`config.mk`:
```
export PLATFORM = sky130hd
export DESIGN_NAME = prog_loader
export DESIGN_NICKNAME = d
export VERILOG_FILES = /design/src/rtl/prog_loader.sv
export SDC_FILE = /design/constraint.sdc
export NUM_CORES = 1
export LEC_CHECK = 0
export ABC_AREA = 0
export CORE_MARGIN = 4
export CORE_UTILIZATION = 45
export CTS_CLUSTER_DIAMETER = 60
export DETAILED_ROUTE_END_ITERATION = 7
export MAX_ROUTING_LAYER = met4
export PLACE_DENSITY = 0.71
export SLEW_MARGIN = 20
export SYNTH_ARGS = -nofsm -noshare
export SYNTH_HDL_FRONTEND = slang
export SYNTH_SLANG_ARGS = --single-unit
export TNS_END_PERCENT = 5
```
`constraint.sdc`:
```
create_clock -name clk -period 1.9 [get_ports clk]
set_clock_uncertainty 0.1 [all_clocks]
set_input_delay 0.38 -clock clk [delete_from_list [all_inputs] [get_ports clk]]
set_output_delay 0.38 -clock clk [all_outputs]
set_load 0.02 [all_outputs]
```
`src/rtl/prog_loader.sv`:
```
// Program loader: assembles UART bytes (low byte first) into instruction words, writes them to
// program memory from address 0 and pulses start on the HALT word. Optional macro LOADER_CHECKSUM_EN.
module prog_loader #(
  parameter int len_data   = 16,
  parameter int len_addr   = 11,
  parameter int len_opcode = 5,
  parameter int len_byte   = 8
) (
  input  logic                clk,
  input  logic                reset,
  input  logic                rx_done,
  input  logic [len_byte-1:0] rx_data,
  input  logic                reload,
  output logic [len_addr-1:0] prog_addr,
  output logic [len_data-1:0] prog_data,
  output logic                prog_wr,
  output logic                start,
  output logic                loading,
  output logic                error,
  output logic [len_addr:0]   word_count
);

  typedef enum logic [2:0] {
    WAIT_LO,
    WAIT_HI,
    WRITE,
    START,
    RUN,
    ERROR
`ifdef LOADER_CHECKSUM_EN
    , CHECK
`endif
  } state_t;

  state_t state, next_state;

  logic [len_addr-1:0] wr_ptr;
  logic [len_byte-1:0] lo_byte;
  logic                is_halt;
  logic                restart;
  logic                byte_taken;
  logic                nxt_prog_wr, nxt_start, nxt_loading, nxt_error;
`ifdef LOADER_CHECKSUM_EN
  logic [len_byte-1:0] xsum;
`endif

  // The word under write sits in prog_data during WRITE, so HALT is decoded from there.
  assign is_halt    = (prog_data[len_data-1 -: len_opcode] == '0);
  assign byte_taken = rx_done && !reload && (state == WAIT_LO || state == WAIT_HI);

  always_comb begin
    restart = 1'b0;
    case (state)
      WAIT_LO, WAIT_HI, RUN, ERROR: restart = reload;
`ifdef LOADER_CHECKSUM_EN
      CHECK:                        restart = reload;
`endif
      default:                      restart = 1'b0;
    endcase
  end

  always_ff @(posedge clk or negedge reset) begin
    if (!reset) state <= WAIT_LO;
    else        state <= next_state;
  end

  always_comb begin
    next_state = state;
    case (state)
      WAIT_LO: if (reload) next_state = WAIT_LO;
               else if (rx_done) next_state = WAIT_HI;
      WAIT_HI: if (reload) next_state = WAIT_LO;
               else if (rx_done) next_state = WRITE;
      WRITE: begin
        if (is_halt)
`ifdef LOADER_CHECKSUM_EN
          next_state = CHECK;
`else
          next_state = START;
`endif
        else if (wr_ptr == {len_addr{1'b1}}) next_state = ERROR;
        else next_state = WAIT_LO;
      end
      START:      next_state = RUN;
      RUN, ERROR: if (reload) next_state = WAIT_LO;
`ifdef LOADER_CHECKSUM_EN
      CHECK: if (reload) next_state = WAIT_LO;
             else if (rx_done) next_state = (rx_data == xsum) ? START : ERROR;
`endif
      default: next_state = WAIT_LO;
    endcase
  end

  // Status outputs are registered, so they are decoded from the state being entered.
  always_comb begin
    nxt_prog_wr = (next_state == WRITE);
    nxt_start   = (next_state == START);
    nxt_error   = (next_state == ERROR);
    nxt_loading = (next_state == WAIT_LO) || (next_state == WAIT_HI) || (next_state == WRITE);
`ifdef LOADER_CHECKSUM_EN
    nxt_loading = nxt_loading || (next_state == CHECK);
`endif
  end

  always_ff @(posedge clk or negedge reset) begin
    if (!reset) begin
      prog_wr <= 1'b0;
      start   <= 1'b0;
      error   <= 1'b0;
      loading <= 1'b1;
    end else begin
      prog_wr <= nxt_prog_wr;
      start   <= nxt_start;
      error   <= nxt_error;
      loading <= nxt_loading;
    end
  end

  always_ff @(posedge clk or negedge reset) begin
    if (!reset) begin
      wr_ptr     <= '0;
      word_count <= '0;
      lo_byte    <= '0;
      prog_addr  <= '0;
      prog_data  <= '0;
    end else begin
      if (restart) begin
        wr_ptr     <= '0;
        word_count <= '0;
      end else if (state == WRITE) begin
        wr_ptr     <= wr_ptr + 1'b1;
        word_count <= word_count + 1'b1;
      end
      if (byte_taken && state == WAIT_LO) lo_byte <= rx_data;
      if (byte_taken && state == WAIT_HI) begin
        prog_addr <= wr_ptr;
        prog_data <= {rx_data, lo_byte};
      end
    end
  end

`ifdef LOADER_CHECKSUM_EN
  always_ff @(posedge clk or negedge reset) begin
    if (!reset)          xsum <= '0;
    else if (restart)    xsum <= '0;
    else if (byte_taken) xsum <= xsum ^ rx_data;
  end
`endif

endmodule

```
==> results of run 1 <==
==> cell type report <==
| cell class | instances | area (um^2) | share of cell area [%] |
|---|---|---|---|
| repair buffers | 77 | 743 | 19.9 |
| inverters | 4 | 15.0 | 0.403 |
| well taps | 75 | 93.8 | 2.52 |
| flip-flops and latches | 65 | 1630 | 43.7 |
| clock buffers | 13 | 159 | 4.26 |
| clock inverters | 3 | 15.0 | 0.403 |
| multi-input cells | 146 | 1070 | 28.8 |
==> path summary, 6_finish.rpt <==
check	start	endpoint	slack (ns)	cells after the start
min in group asynchronous	reset	word_count[4]	0.44	2
worst max-delay path	word_count[10]	word_count[10]	0.05	1
worst max register to register	state[2]	word_count[9]	0.06	4
max in group asynchronous	reset	prog_wr	0.67	3
worst min-delay path	prog_addr[6]	prog_addr[6]	0.39	2
worst min register to register	prog_addr[6]	prog_addr[6]	0.39	2
==> logic make-up (layout without fill, tap and decap cells) <==
| family | count (synthesis) | in the layout | share of synthesized area (%) |
|---|---|---|---|
| AND/OR/NAND/NOR | 73 | 73 | 13.5 |
| adder cells (fa/ha/maj) | 2 | 2 | 0.918 |
| AO/OA/AOI/OAI | 22 | 22 | 5.00 |
| multiplexers | 33 | 33 | 13.6 |
| XOR/XNOR | 16 | 16 | 5.14 |
| flip-flops | 65 | 65 | 59.7 |
| buffers and inverters | 13 | 97 | 2.11 |
==> power by group <==
group | leakage (uW) | internal, uW | switching [uW]
sequential | 0.000853 | 1660 | 168
clock | 0.0000932 | 539 | 497
combinational | 0.000770 | 605 | 508
total | 0.00172 | 2800 | 1170
==> routing by layer <==
layer | part of all wire, % | GRT usage (%) | wire [um] | vias up
met5 | 0 | - | 0 | -
met4 | 1.3 | 6.91 | 75 | 0
li1 | - | - | - | 943
met1 | 47 | 23.6 | 2630 | 957
met3 | 5.7 | 5.57 | 322 | 11
met2 | 46 | 25.1 | 2590 | 46
==> cells in the final DEF, fill, tap and decap left out, types with 3 or more instances in the layout <==
master and n:
sky130_fd_sc_hd__clkbuf_8 11, sky130_fd_sc_hd__clkinv_2 3, sky130_fd_sc_hd__a21oi_1 5, sky130_fd_sc_hd__dlymetal6s2s_1 4
sky130_fd_sc_hd__nand2_1 18, sky130_fd_sc_hd__xor2_1 6, sky130_fd_sc_hd__or3_1 3, sky130_fd_sc_hd__o21ai_0 9
sky130_fd_sc_hd__dlygate4sd2_1 5, sky130_fd_sc_hd__buf_4 19, sky130_fd_sc_hd__nor2_1 18, sky130_fd_sc_hd__inv_1 4
sky130_fd_sc_hd__mux2_2 33, sky130_fd_sc_hd__nand3_1 11, sky130_fd_sc_hd__nand4_1 6, sky130_fd_sc_hd__xnor2_1 10
sky130_fd_sc_hd__clkdlybuf4s50_1 44, sky130_fd_sc_hd__dfrtp_1 64, sky130_fd_sc_hd__nor2b_1 4
==> worst min-delay path, cell delays in order (launching register included) <==
cell	delay, ns
sky130_fd_sc_hd__dfrtp_1	0.34
sky130_fd_sc_hd__nand2_1	0.05
sky130_fd_sc_hd__o21ai_0	0.06
==> registers in the layout, summed over array words and instances (netlist names), 3 cells and up <==
name and flops:
prog_addr 11, word_count 12, state 3, wr_ptr 11, prog_data 16, lo_byte 8
==> stage by stage <==
step | setup slack, ns | setup TNS, ns | area, um^2 | utilization [%]
final | 0.0522 | 0 | 3730 | 63.3
after global routing | 0.00320 | 0 | 3730 | 63.3
after floorplan | -0.0361 | -0.0361 | 2730 | -
after global placement | -0.0714 | -1.76 | 3500 | 59.5
after CTS | 0.00662 | 0 | 3680 | 62.6
after detailed placement | -0.165 | -1.81 | 3500 | 59.5
==> repair_timing <==
action,4_1_cts,5_1_grt
pin swaps,0,1
hold endpoints to repair,18,0
endpoints found under the setup margin,8,9
resized for setup,8,10
hold buffers,1,0
==> results.txt, run 1 <==
----------------------------------------------------
[Floorplanning]
  Core ar. ... 0.00589 mm^2
  Site row count ... 28
  Die Width ... 85.8 um
  Top-Level Pins ... 55
  Die Span Y ... 85.8 um
  Die area ... 0.00737 mm^2
  Initial Util ... 46.3%

[Drt]
  Wire length after detailed routing ... 5610 um
  Antenna-violating nets left ... 0
  Detailed Routing Iterations Pass 1 ... 4
  DR vias ... 1,957
  DRT iter0 DRCs ... 137
  Detail-routed net length per standard cell ... 14.7 um
  Post-route DRC ... 0
  Routed via count divided by cell count ... 5.11

[Synthesis]
  Fraction of registers with async set or reset after synthesis ... 100%
  Count of flip-flops with a built-in enable after synthesis ... 0
  Syn Std Cell Area ... 0.00273 mm^2
  Synth Area per Inst ... 12.2 um^2
  Yosys top cell area share ... 58.8%
  Yosys warning total ... 0
  Main area contributors after synthesis ... sky130_fd_sc_hd__dfrtp_1, sky130_fd_sc_hd__mux2_2, sky130_fd_sc_hd__xnor2_1
  Largest area contributor in the synthesized netlist ... sky130_fd_sc_hd__dfrtp_1
  Number of standard cells after synthesis ... 224
  Nets in the synthesized netlist ... 238
  Most used standard cell by instance count after synthesis ... sky130_fd_sc_hd__dfrtp_1
  Ranking of synthesized cells by instance count ... sky130_fd_sc_hd__dfrtp_1, sky130_fd_sc_hd__mux2_2, sky130_fd_sc_hd__nand2_1, sky130_fd_sc_hd__nor2_1, sky130_fd_sc_hd__nand3_1
  Post-synthesis sequential element count ... 65
  Predominant post-synthesis flop cell ... sky130_fd_sc_hd__dfrtp_1
  Register area share after synthesis ... 59.7%
  Yosys cell types ... 33

[Power and ir drop]
  Tot Pwr ... 3980 uW
  Leakage ... 0.00172 uW
  P per Cell Area ... 1070 mW/mm^2
  Maximum vdd drop ... 0.000910 V

[Place]
  Detailed placer's ending HPWL ... 3910 um
  Cell total after placement ... 366
  Last weighted congestion value of the routability-driven placer ... 0.790
  Port Buf Inserts ... 54

[STA]
  Setup repair after global routing missed its margin ... false
  Worst-margin pin slew ... 0.493 ns
  Peak Freq ... 541 MHz
  Final number of max-transition violations ... 0
  Final critical-path required period ... 1.85 ns
  Count of final hold-check violations ... 0
  Ratio of final minimum period to clock period ... 97.3%
  Rel. slew slack ... 67.1%
  Minimum hold slack ... 0.387 ns
  Number of endpoints failing setup at the final stage ... 0

[Worst setup path]
  Family of cells with the greatest summed delay on the critical path ... buffers and inverters
  Number of buffers and inverters on the critical path ... 1
  Required time of the worst setup path ... 1.42 ns
  Endpoint type of the worst setup path ... output pin
  Startpoint class of the critical path ... flop
  CP Data Arrival Time ... 1.37 ns
  Max Fanout on Critical Path ... 3
  Worst Path Class, Setup ... reg -> out
  Delay of the slowest cell on the worst path ... 0.63 ns
  Cell at the slowest stage of the critical path ... sky130_fd_sc_hd__clkdlybuf4s50_1
  Worst-path cell chain ... clkdlybuf4s50_1

[Layout]
  Synth-to-layout area growth ... 36.7%
  Final non-filler cell total ... 383
  Diode count ... 0
  Share of post-route cells with drive strength above 1 ... 24.7%
  Number of fillers in the final layout ... 496
  Layout net count ... 317

[Clock tree]
  Post-CTS Repair Setup Buffers ... 0
  H-Tree Level Count ... 3
  Clock tree from TritonCTS ... done
  CTS root buf ... sky130_fd_sc_hd__clkbuf_8
  Number of sinks on the clock net ... 65
  Number of buffers created by CTS ... 9
  Clock slew seen by the registers of the worst setup and hold paths ... 0.07 ns
  Source-to-sink clock delay at the later pin of the worst-skew pair ... 0.34 ns
  CTS max path bufs ... 2

[GRT]
  Grt ovf ... 0
  Number of global-route vias before repair ... 2,010
  Total track usage ... 17.6%
  Number of antenna violations at the first check in global routing ... 0
  First-pass GRT wire length ... 9720 um
  Largest net degree at the start of global routing ... 32

[Run]
  Max Cap Viol ... 0

[Status]
  Run status ... completed

[Min path]
  Worst min-delay path category ... reg -> reg

----------------------------------------------------
Note: power is estimated with default switching activity, not from simulation.
==> inputs of run 2 (changes only) <==
Settings changed: ABC_AREA 0 to default.
==> results of run 2 <==
Final layout, timing and power as in run 1 (identical DEF).
==> inputs of run 3 (changes only) <==
Settings changed: DONT_BUFFER_PORTS from default to 1, PLACE_DENSITY 0.71 to 0.59.
==> run 3 against run 2 <==
Via count fell by 11%; register-to-register slack improved by 0.04 ns; the flow now finishes with violations (hold timing); first-iteration DRC count fell by 39%; hold slack got worse by 0.76 ns; count of clock-buffer cells in the layout fell by 3; cell count fell by 13%.
==> results.txt, run 3 (synthesized netlist as in run 1, its figures left out) <==
----------------------------------------------------
[Clock tree]
  Number of sinks on the clock net ... 65 (unchanged)
  CTS root buf ... sky130_fd_sc_hd__clkbuf_8 (unchanged)
  CTS max path bufs ... 2 (unchanged)
  Number of buffers created by CTS ... 9 (unchanged)
  H-Tree Level Count ... 3 (unchanged)
  Clock slew seen by the registers of the worst setup and hold paths ... 0.07 ns (about the same)
  Clock tree from TritonCTS ... done (unchanged)
  Source-to-sink clock delay at the later pin of the worst-skew pair ... 0.33 ns (was 0.34 ns)

[Floorplanning]
  Core ar. ... 0.00589 mm^2 (unchanged)
  Site row count ... 28 (unchanged)
  Die area ... 0.00737 mm^2 (unchanged)
  Die Width ... 85.8 um (unchanged)
  Top-Level Pins ... 55 (unchanged)
  Die Span Y ... 85.8 um (unchanged)
  Initial Util ... 46.3% (unchanged)

[Layout]
  Share of post-route cells with drive strength above 1 ... 30.4% (was 24.7%)
  Largest registers ... prog_data (16), word_count (12) (unchanged)
  Area of the multi-input gates ... 0.00104 mm^2 (was 0.00107 mm^2)
  Max reg flops ... 16 (unchanged)
  Commonest cells after routing, fill and taps aside ... sky130_fd_sc_hd__dfrtp_1, sky130_fd_sc_hd__mux2_2, sky130_fd_sc_hd__buf_4 (was sky130_fd_sc_hd__dfrtp_1, sky130_fd_sc_hd__clkdlybuf4s50_1, sky130_fd_sc_hd__mux2_2)
  Sequential cell area ... 0.00163 mm^2 (unchanged)
  Number of fillers in the final layout ... 511 (was 496)
  Diode count ... 0 (unchanged)
  Layout net count ... 266 (was 317)
  Most common cell after layout, fill and taps aside ... sky130_fd_sc_hd__dfrtp_1 (unchanged)
  Synth-to-layout area growth ... 18.5% (was 36.7%)
  Largest Register ... prog_data (unchanged)

[Drt]
  Post-route DRC ... 0 (unchanged)
  Detail-routed net length per standard cell ... 15.8 um (was 14.7 um)
  Detailed Routing Iterations Pass 1 ... 3 (was 4)
  Routed via count divided by cell count ... 5.22 (was 5.11)
  Wire length after detailed routing ... 5240 um (was 5610 um)
  Antenna-violating nets left ... 0 (unchanged)
  DRT iter0 DRCs ... 83 (was 137)
  DR vias ... 1,734 (was 1,957)

[GRT]
  Number of global-route vias before repair ... 1,817 (was 2,010)
  Largest net degree at the start of global routing ... 66 (was 32)
  Grt ovf ... 0 (unchanged)
  Total track usage ... 16.3% (was 17.6%)
  Number of antenna violations at the first check in global routing ... 0 (unchanged)
  First-pass GRT wire length ... 8930 um (was 9720 um)

[Worst setup path]
  Required time of the worst setup path ... 2.07 ns (was 1.42 ns)
  Endpoint type of the worst setup path ... flop (was output pin)
  Internal reg-to-reg setup slack ... 0.1 ns (was 0.06 ns)
  CP Data Arrival Time ... 1.97 ns (was 1.37 ns)
  Max Fanout on Critical Path ... 6 (was 3)
  Worst Path Class, Setup ... reg -> reg (was reg -> out)
  Worst flop-to-flop path startpoint ... state[2] (unchanged)
  Worst R2R End ... word_count[9] (unchanged)
  Startpoint class of the critical path ... flop (unchanged)
  Cell count of the worst reg-to-reg path ... 4 (unchanged)

[STA]
  Worst-margin pin slew ... 0.503 ns (was 0.493 ns)
  Final number of max-transition violations ... 0 (unchanged)
  Setup repair after global routing missed its margin ... false (unchanged)
  Final critical-path required period ... 1.80 ns (was 1.85 ns)
  Peak Freq ... 554 MHz (was 541 MHz)
  Ratio of final minimum period to clock period ... 94.9% (was 97.3%)
  Number of endpoints failing setup at the final stage ... 0 (unchanged)
  Total Neg Setup Slack ... 0 ns (unchanged)
  Rel. slew slack ... 65.6% (was 67.1%)
  Count of final hold-check violations ... 65 (was 0)
  Minimum hold slack ... -0.369 ns (was 0.387 ns)
  Minimum setup slack in the final design ... 0.0960 ns (was 0.0522 ns)

[Power and ir drop]
  Tot Pwr ... 3940 uW (was 3980 uW)
  Maximum vdd drop ... 0.000815 V (was 0.000910 V)
  Leakage ... 0.00145 uW (was 0.00172 uW)
  P per Cell Area ... 1220 mW/mm^2 (was 1070 mW/mm^2)

[Place]
  Detailed placer's ending HPWL ... 3590 um (was 3910 um)
  Setup slack at placement ... 0.0207 ns (was -0.165 ns)
  Last weighted congestion value of the routability-driven placer ... 0.757 (was 0.790)
  Port Buf Inserts ... 0 (was 54)

[Status]
  Failing checks ... hold timing
  Run status ... finished, violations left (was completed)

[Min path]
  Worst min-delay path category ... in -> async (was reg -> reg)

[Run]
  Max Cap Viol ... 0 (unchanged)

----------------------------------------------------
run 3: cell types whose count changed in the layout (fill, tap and decap cells not counted), sizes merged:
cell and change:
clkdlybuf4s50 -44, dlygate4sd2 -5, dlymetal6s2s -4, buf +3, bufinv +3, clkbuf -3
clkinv -1, clkinvlp +1, dlygate4sd3 -1
run 3: final cells by class:
class | instances | area share [%]
clock buffers | 10 | 4.26
multi-input cells | 146 | 32.3
repair buffers | 26 | 6.05
well taps | 75 | 2.91
clock inverters | 6 | 3.57
flip-flops and latches | 65 | 50.4
inverters | 4 | 0.465
run 3: layer usage:
layer  track usage [%]  wire, um  share of wire [%]
met1              21.5      2420                 46
met2              23.2      2450                 47
met3              5.67       303                5.8
met4              6.47        63                1.2
met5                 -         0                  0
run 3: worst max-delay path by stage:
stage / from / to / slack, ns / depth (start not counted)
2_1_floorplan: state[0] / word_count[9] / -0.04 / 6
6_report: state[2] / word_count[9] / 0.1 / 4
4_1_cts: state[2] / word_count[9] / 0.04 / 4
3_5_place_dp: state[2] / word_count[9] / 0.02 / 4
5_1_grt: state[1] / word_count[10] / 0.01 / 6
3_3_place_gp: state[2] / word_count[9] / 0.07 / 4
run 3: stage by stage:
stage	cell area [um^2]	util, %	instances
after floorplan	2730	-	224
after global placement	2970	50.5	316
after detailed placement	2970	50.5	316
after CTS	3220	54.8	332
after global routing	3230	54.8	332
final	3230	54.8	332
run 3: critical path: stages (launching register included):
cell and delay [ns]:
sky130_fd_sc_hd__dfrtp_1 0.38, sky130_fd_sc_hd__or3b_4 0.43, sky130_fd_sc_hd__or3_4 0.36, sky130_fd_sc_hd__or3_1 0.35
sky130_fd_sc_hd__a21oi_1 0.12
run 3: timing repair:
action / CTS / global route
endpoints found under the setup margin: 0 / 2
buffers inserted: 0 / 0
endpoints found under the hold margin: 65 / 65
resized for setup: 0 / 2
run 3: report_power, final:
| group | internal, uW | switching [uW] | total (uW) | leakage, uW |
|---|---|---|---|---|
| clock network | 911 | 537 | 1450 | 0.000123 |
| registers | 1660 | 412 | 2070 | 0.000853 |
| logic | 262 | 159 | 421 | 0.000473 |
| total | 2830 | 1110 | 3940 | 0.00145 |
